===== src/rtl/inst_fetch_queue.sv =====
// ---------------------------------------------------------------------------
// inst_fetch_queue
//
// Decouples Fetch from Decode. PCs from Fetch go straight out as reads to a
// synchronous instruction memory with a one-cycle read latency. The returned
// {pc, inst} pairs are buffered in a DEPTH-entry FIFO, and Decode drains that
// FIFO through a valid/ready handshake. A flush (taken branch) discards both
// the queued entries and any read that is still in flight.
//
// Parameters
//   DEPTH  FIFO entries (power of two, >= 2)
//   AW     PC / instruction-address width
//   DW     instruction width
//
// Ports
//   clock       rising-edge clock
//   reset       asynchronous active-low reset
//   pc_in       PC from Fetch          pc_valid / pc_ready  Fetch handshake
//   flush       taken branch: kill queue and in-flight read
//   imem_req    memory read strobe     imem_addr  read address (= pc_in)
//   imem_rdata  read data, valid the cycle after imem_req
//   id_valid    head entry valid       id_ready   Decode accepts head
//   id_pc       head PC                id_inst    head instruction
//   count       occupied FIFO entries (the in-flight read is not counted)
//
// Configuration
//   IFQ_BYPASS_EN  When defined, a return arriving at an empty queue is shown
//                  on id_* in the same cycle (written only if Decode does not
//                  take it). When undefined, every return goes through the
//                  FIFO and imem_rdata has no combinational path to id_*.
// ---------------------------------------------------------------------------
module inst_fetch_queue #(
  parameter int DEPTH = 4,
  parameter int AW    = 32,
  parameter int DW    = 32
) (
  input  logic                   clock,
  input  logic                   reset,
  input  logic [AW-1:0]          pc_in,
  input  logic                   pc_valid,
  output logic                   pc_ready,
  input  logic                   flush,
  output logic                   imem_req,
  output logic [AW-1:0]          imem_addr,
  input  logic [DW-1:0]          imem_rdata,
  output logic                   id_valid,
  input  logic                   id_ready,
  output logic [AW-1:0]          id_pc,
  output logic [DW-1:0]          id_inst,
  output logic [$clog2(DEPTH):0] count
);

  localparam int PW = $clog2(DEPTH);
  localparam int CW = PW + 1;

  // Control state
  logic [PW-1:0] rd_ptr;
  logic [PW-1:0] wr_ptr;
  logic [CW-1:0] cnt;
  logic          inflight;

  // Data state
  logic [AW-1:0] pend_pc;
  logic [AW-1:0] pc_mem   [DEPTH];
  logic [DW-1:0] inst_mem [DEPTH];
  logic [AW-1:0] last_pc;
  logic [DW-1:0] last_inst;

  logic          empty;
  logic          accept;
  logic          ret;
  logic          bypass;
  logic          push;
  logic          pop;
  logic [CW:0]   occupancy;

  assign empty     = (cnt == '0);
  // The in-flight read has a reserved slot, so it counts against capacity;
  // a pop happening this same cycle is deliberately not credited.
  assign occupancy = {1'b0, cnt} + (CW+1)'(inflight);
  assign pc_ready  = reset & ~flush & (occupancy < (CW+1)'(DEPTH));
  assign accept    = pc_valid & pc_ready;
  assign imem_req  = accept;
  assign imem_addr = pc_in;

  // Data returning this cycle; a flush drops it.
  assign ret = inflight & ~flush;

`ifdef IFQ_BYPASS_EN
  assign bypass   = empty & ret;
  assign id_valid = ~empty | bypass;
  always_comb begin
    id_pc   = last_pc;
    id_inst = last_inst;
    if (!empty) begin
      id_pc   = pc_mem[rd_ptr];
      id_inst = inst_mem[rd_ptr];
    end else if (bypass) begin
      id_pc   = pend_pc;
      id_inst = imem_rdata;
    end
  end
`else
  assign bypass   = 1'b0;
  assign id_valid = ~empty;
  // When empty, the last value shown to Decode is held.
  assign id_pc    = empty ? last_pc   : pc_mem[rd_ptr];
  assign id_inst  = empty ? last_inst : inst_mem[rd_ptr];
`endif

  // A bypassed return taken by Decode the same cycle never enters the FIFO;
  // a pop only moves the read pointer when the FIFO itself holds the head.
  assign push = ret & ~(bypass & id_ready);
  assign pop  = ~empty & id_ready;

  assign count = cnt;

  // Control registers: pointers, occupancy, in-flight flag, held outputs
  always_ff @(posedge clock or negedge reset) begin
    if (!reset) begin
      rd_ptr    <= '0;
      wr_ptr    <= '0;
      cnt       <= '0;
      inflight  <= 1'b0;
      last_pc   <= '0;
      last_inst <= '0;
    end else begin
      if (id_valid) begin
        last_pc   <= id_pc;
        last_inst <= id_inst;
      end
      // accept is already blocked by flush, so a flush clears this too.
      inflight <= accept;
      if (flush) begin
        rd_ptr <= '0;
        wr_ptr <= '0;
        cnt    <= '0;
      end else begin
        if (push) wr_ptr <= wr_ptr + 1'b1;
        if (pop)  rd_ptr <= rd_ptr + 1'b1;
        case ({push, pop})
          2'b10:   cnt <= cnt + 1'b1;
          2'b01:   cnt <= cnt - 1'b1;
          default: cnt <= cnt;
        endcase
      end
    end
  end

  // Data registers: pending PC and FIFO storage
  always_ff @(posedge clock) begin
    if (accept) pend_pc <= pc_in;
    if (push) begin
      pc_mem[wr_ptr]   <= pend_pc;
      inst_mem[wr_ptr] <= imem_rdata;
    end
  end

endmodule

===== config.mk =====
export PLATFORM = sky130hd
export DESIGN_NAME = inst_fetch_queue
export DESIGN_NICKNAME = d
export VERILOG_FILES = /design/src/rtl/inst_fetch_queue.sv
export SDC_FILE = /design/constraint.sdc
export NUM_CORES = 1
export LEC_CHECK = 0
export CAP_MARGIN = 20
export CORE_AREA = 10 10 154 299
export CTS_CLUSTER_SIZE = 14
export DETAILED_ROUTE_END_ITERATION = 8
export DIE_AREA = 0 0 164 309
export HOLD_SLACK_MARGIN = 0.03
export MAX_ROUTING_LAYER = met4
export SETUP_SLACK_MARGIN = 0.02
export SLEW_MARGIN = 40
export SYNTH_ARGS = -nofsm -noshare
export SYNTH_HDL_FRONTEND = slang
export SYNTH_SLANG_ARGS = --single-unit

===== constraint.sdc =====
create_clock -name clock -period 5 [get_ports clock]
set_input_delay 1 -clock clock [delete_from_list [all_inputs] [get_ports clock]]
set_output_delay 1 -clock clock [all_outputs]
set_load 0.005 [all_outputs]

==> flow_summary.json <==
{
  "row_count": 105,
  "worstMarginPinSlew_ns": 0.783,
  "startpoint_type": "flop",
  "clock_latency_ns": 0.52,
  "synth_edf_count": 288,
  "grt_max_degree": 74,
  "worstPathRequired_ns": 4.00,
  "rsz0062_at_grt": "false",
  "worst-setup-path-type": "reg -> out",
  "arrival_ns": 3.05,
  "die_w_um": 164,
  "initial_utilization_pct": 34.9,
  "cts-htree-levels": 2,
  "cts_num_sinks": 360,
  "timing.fmax_mhz": 247,
  "design_area_um2": 17600,
  "cts_hold_buf": 0,
  "yosysWarnings": 0,
  "drc": 0,
  "setup_viol": 0,
  "ant_nets": 0,
  "cts_tree": "done",
  "cpMaxStageDelayCell": "dfrtp_4",
  "antenna_found_initial": 3,
  "leakage_nw": 5.91,
  "cts_resized": 0,
  "placed_area_um2": 16400,
  "final_common_cell": "edfxtp_1",
  "areaGrowthSynthToFinish_pct": 22.7,
  "first_iter_violations": 338,
  "layout-drive-gt1-share_pct": 28.3,
  "ir_drop_mv": 0.258,
  "cts_setup_buffers": 0,
  "r2r_end": "inst_mem[1][15]",
  "whs_path_depth": 1,
  "cts_root_buf": "clkbuf_16",
  "ys_seq_area_share_pct": 73.0,
  "maxSlewHeadroom_pct": 47.8,
  "io_buffer_count": 170,
  "fin_setup_tns_ns": 0,
  "avgSynthCellArea_um2": 21.5,
  "dp_hpwl_mm": 19.0,
  "hp-class": "reg -> reg",
  "grt_pass1_wl_mm": 44.3,
  "syn-num-nets": 738,
  "post_drt_wl_per_cell_um": 21.2,
  "power_density_nw_per_um2": 451,
  "die_h_um": 309,
  "synthDistinctLibCells": 31,
  "gp_congestion": 0.701,
  "syn_inst": 664,
  "vias": 6527,
  "hold_viol": 0,
  "fin_crit_ns": 4.05,
  "drv_cap": 0,
  "path_max_fanout": 31,
  "grt.overflow.total": 0,
  "nets": 900,
  "die_area_um2": 50700,
  "core-area_um2": 41000,
  "cts_buffers": 36,
  "fin_crit_sh_pct": 81.0,
  "crit_chain": "buf_4, mux4_2, mux2_4, clkdlybuf4s50_1",
  "fin_skew_ns": 0.0180,
  "cpLargestDelayFamily": "flip-flops",
  "regToRegStartpoint": "inflight",
  "slew_viol_final": 0,
  "ys_ff_latch": 360,
  "holdCritStartpoint": "last_inst[18]",
  "clk_pin_slew_ns": 0.06,
  "async_flop_share_pct": 20.0,
  "holdPathEnd": "last_inst[18]",
  "synth_area_um2": 14300,
  "status": "completed",
  "grt_pass1_vias": 7263,
  "clockBufferDepth": 3,
  "vias_per_cell": 4.70,
  "final_cell_mix": "288 x edfxtp_1, 169 x clkdlybuf4s50_1, 70 x dfrtp_1",
  "crit_buf_inv": 2,
  "reg2reg_slack_ns": 2.68,
  "crit_path_end_kind": "output port",
  "r2r_cells": 3,
  "grtUsageTotal_pct": 12.0,
  "pin_count": 171,
  "dr.pass1.iters": 4,
  "crit_path_max_incr_delay_ns": 0.87,
  "routed_wl_mm": 29.5,
  "synth_flop_cell": "edfxtp_1"
}
metrics by stage:
stage	setup slack [ns]	std cells	hold slack, ns	total power [mW]	util [%]
6_report	0.948	1389	0.476	7.92	42.8
2_1_floorplan	1.60	664	0.450	4.57	-
3_3_place_gp	1.19	1323	0.460	5.37	40.0
3_5_place_dp	1.20	1323	0.467	5.40	40.0
4_1_cts	0.791	1386	0.480	8.06	42.8
5_1_grt	0.725	1389	0.495	8.28	42.8
metal layers:
metal	vias to the layer above	track usage (%)	wire length, µm
met4	0	5.45	1020
met3	48	1.73	1100
li1	2951	-	-
met2	148	21.4	16300
met5	-	-	0
met1	3380	12.9	11100
worst max-delay path by stage:
stage / from / end / slack [ns] / cells after the start
3_3_place_gp: flush / imem_req / 1.19 / 6
3_5_place_dp: flush / imem_req / 1.20 / 6
5_1_grt: rd_ptr[0] / id_pc[21] / 0.73 / 4
6_report: rd_ptr[0] / id_pc[14] / 0.95 / 4
2_1_floorplan: flush / imem_req / 1.60 / 5
4_1_cts: rd_ptr[0] / id_pc[25] / 0.79 / 4
final cells by class:
type / instances / area (µm²)
Antenna cell: 3 / 7.51
Timing Repair Buffer: 187 / 1880
Clock inverter: 15 / 144
Tap cell: 535 / 669
Multi-Input combinational cell: 238 / 3390
Fill cell: 3639 / 23400
Inverter: 3 / 11.3
Sequential cell: 360 / 10500
Clock buffer: 48 / 1010
power breakdown:
group          total [mW]  switching, mW  internal, mW
sequential           3.67          0.151          3.52
combinational        1.61          0.495          1.12
clock                2.63           1.10          1.53
cells by family after synthesis:
logic type	count (synthesis)	synth area share, %
AO/OA/AOI/OAI	7	0.306
flip-flops	360	73.0
multiplexers	193	21.5
XOR/XNOR	4	0.245
adder cells (fa/ha/maj)	5	0.490
buffers and inverters	66	3.39
AND/OR/NAND/NOR	29	1.01
synthesized netlist by cell type (3+ instances only):
cell type	n	share of area, %
dfrtp_1	72	13
buf_4	32	1.7
mux2_1	31	2.4
ha_1	4	0.35
and2_1	5	0.22
nor2_1	10	0.26
buf_6	14	1.1
buf_2	10	0.35
nand2b_1	3	0.13
edfxtp_1	288	60
mux2_2	48	3.8
clkbuf_1	5	0.13
mux2_4	49	5.1
mux4_2	64	10
inv_1	3	0.079
o21ai_0	3	0.10
nand2_1	3	0.079
sequential cells by signal, summed over array words and instances, names as in the netlist:
| register | flops |
|---|---|
| inst_mem | 128 |
| pc_mem | 128 |
| last_inst | 32 |
| last_pc | 32 |
| pend_pc | 32 |
| count | 3 |
| rd_ptr | 2 |
| wr_ptr | 2 |
| inflight | 1 |
No activity file was read; power rests on OpenSTA's default activity.
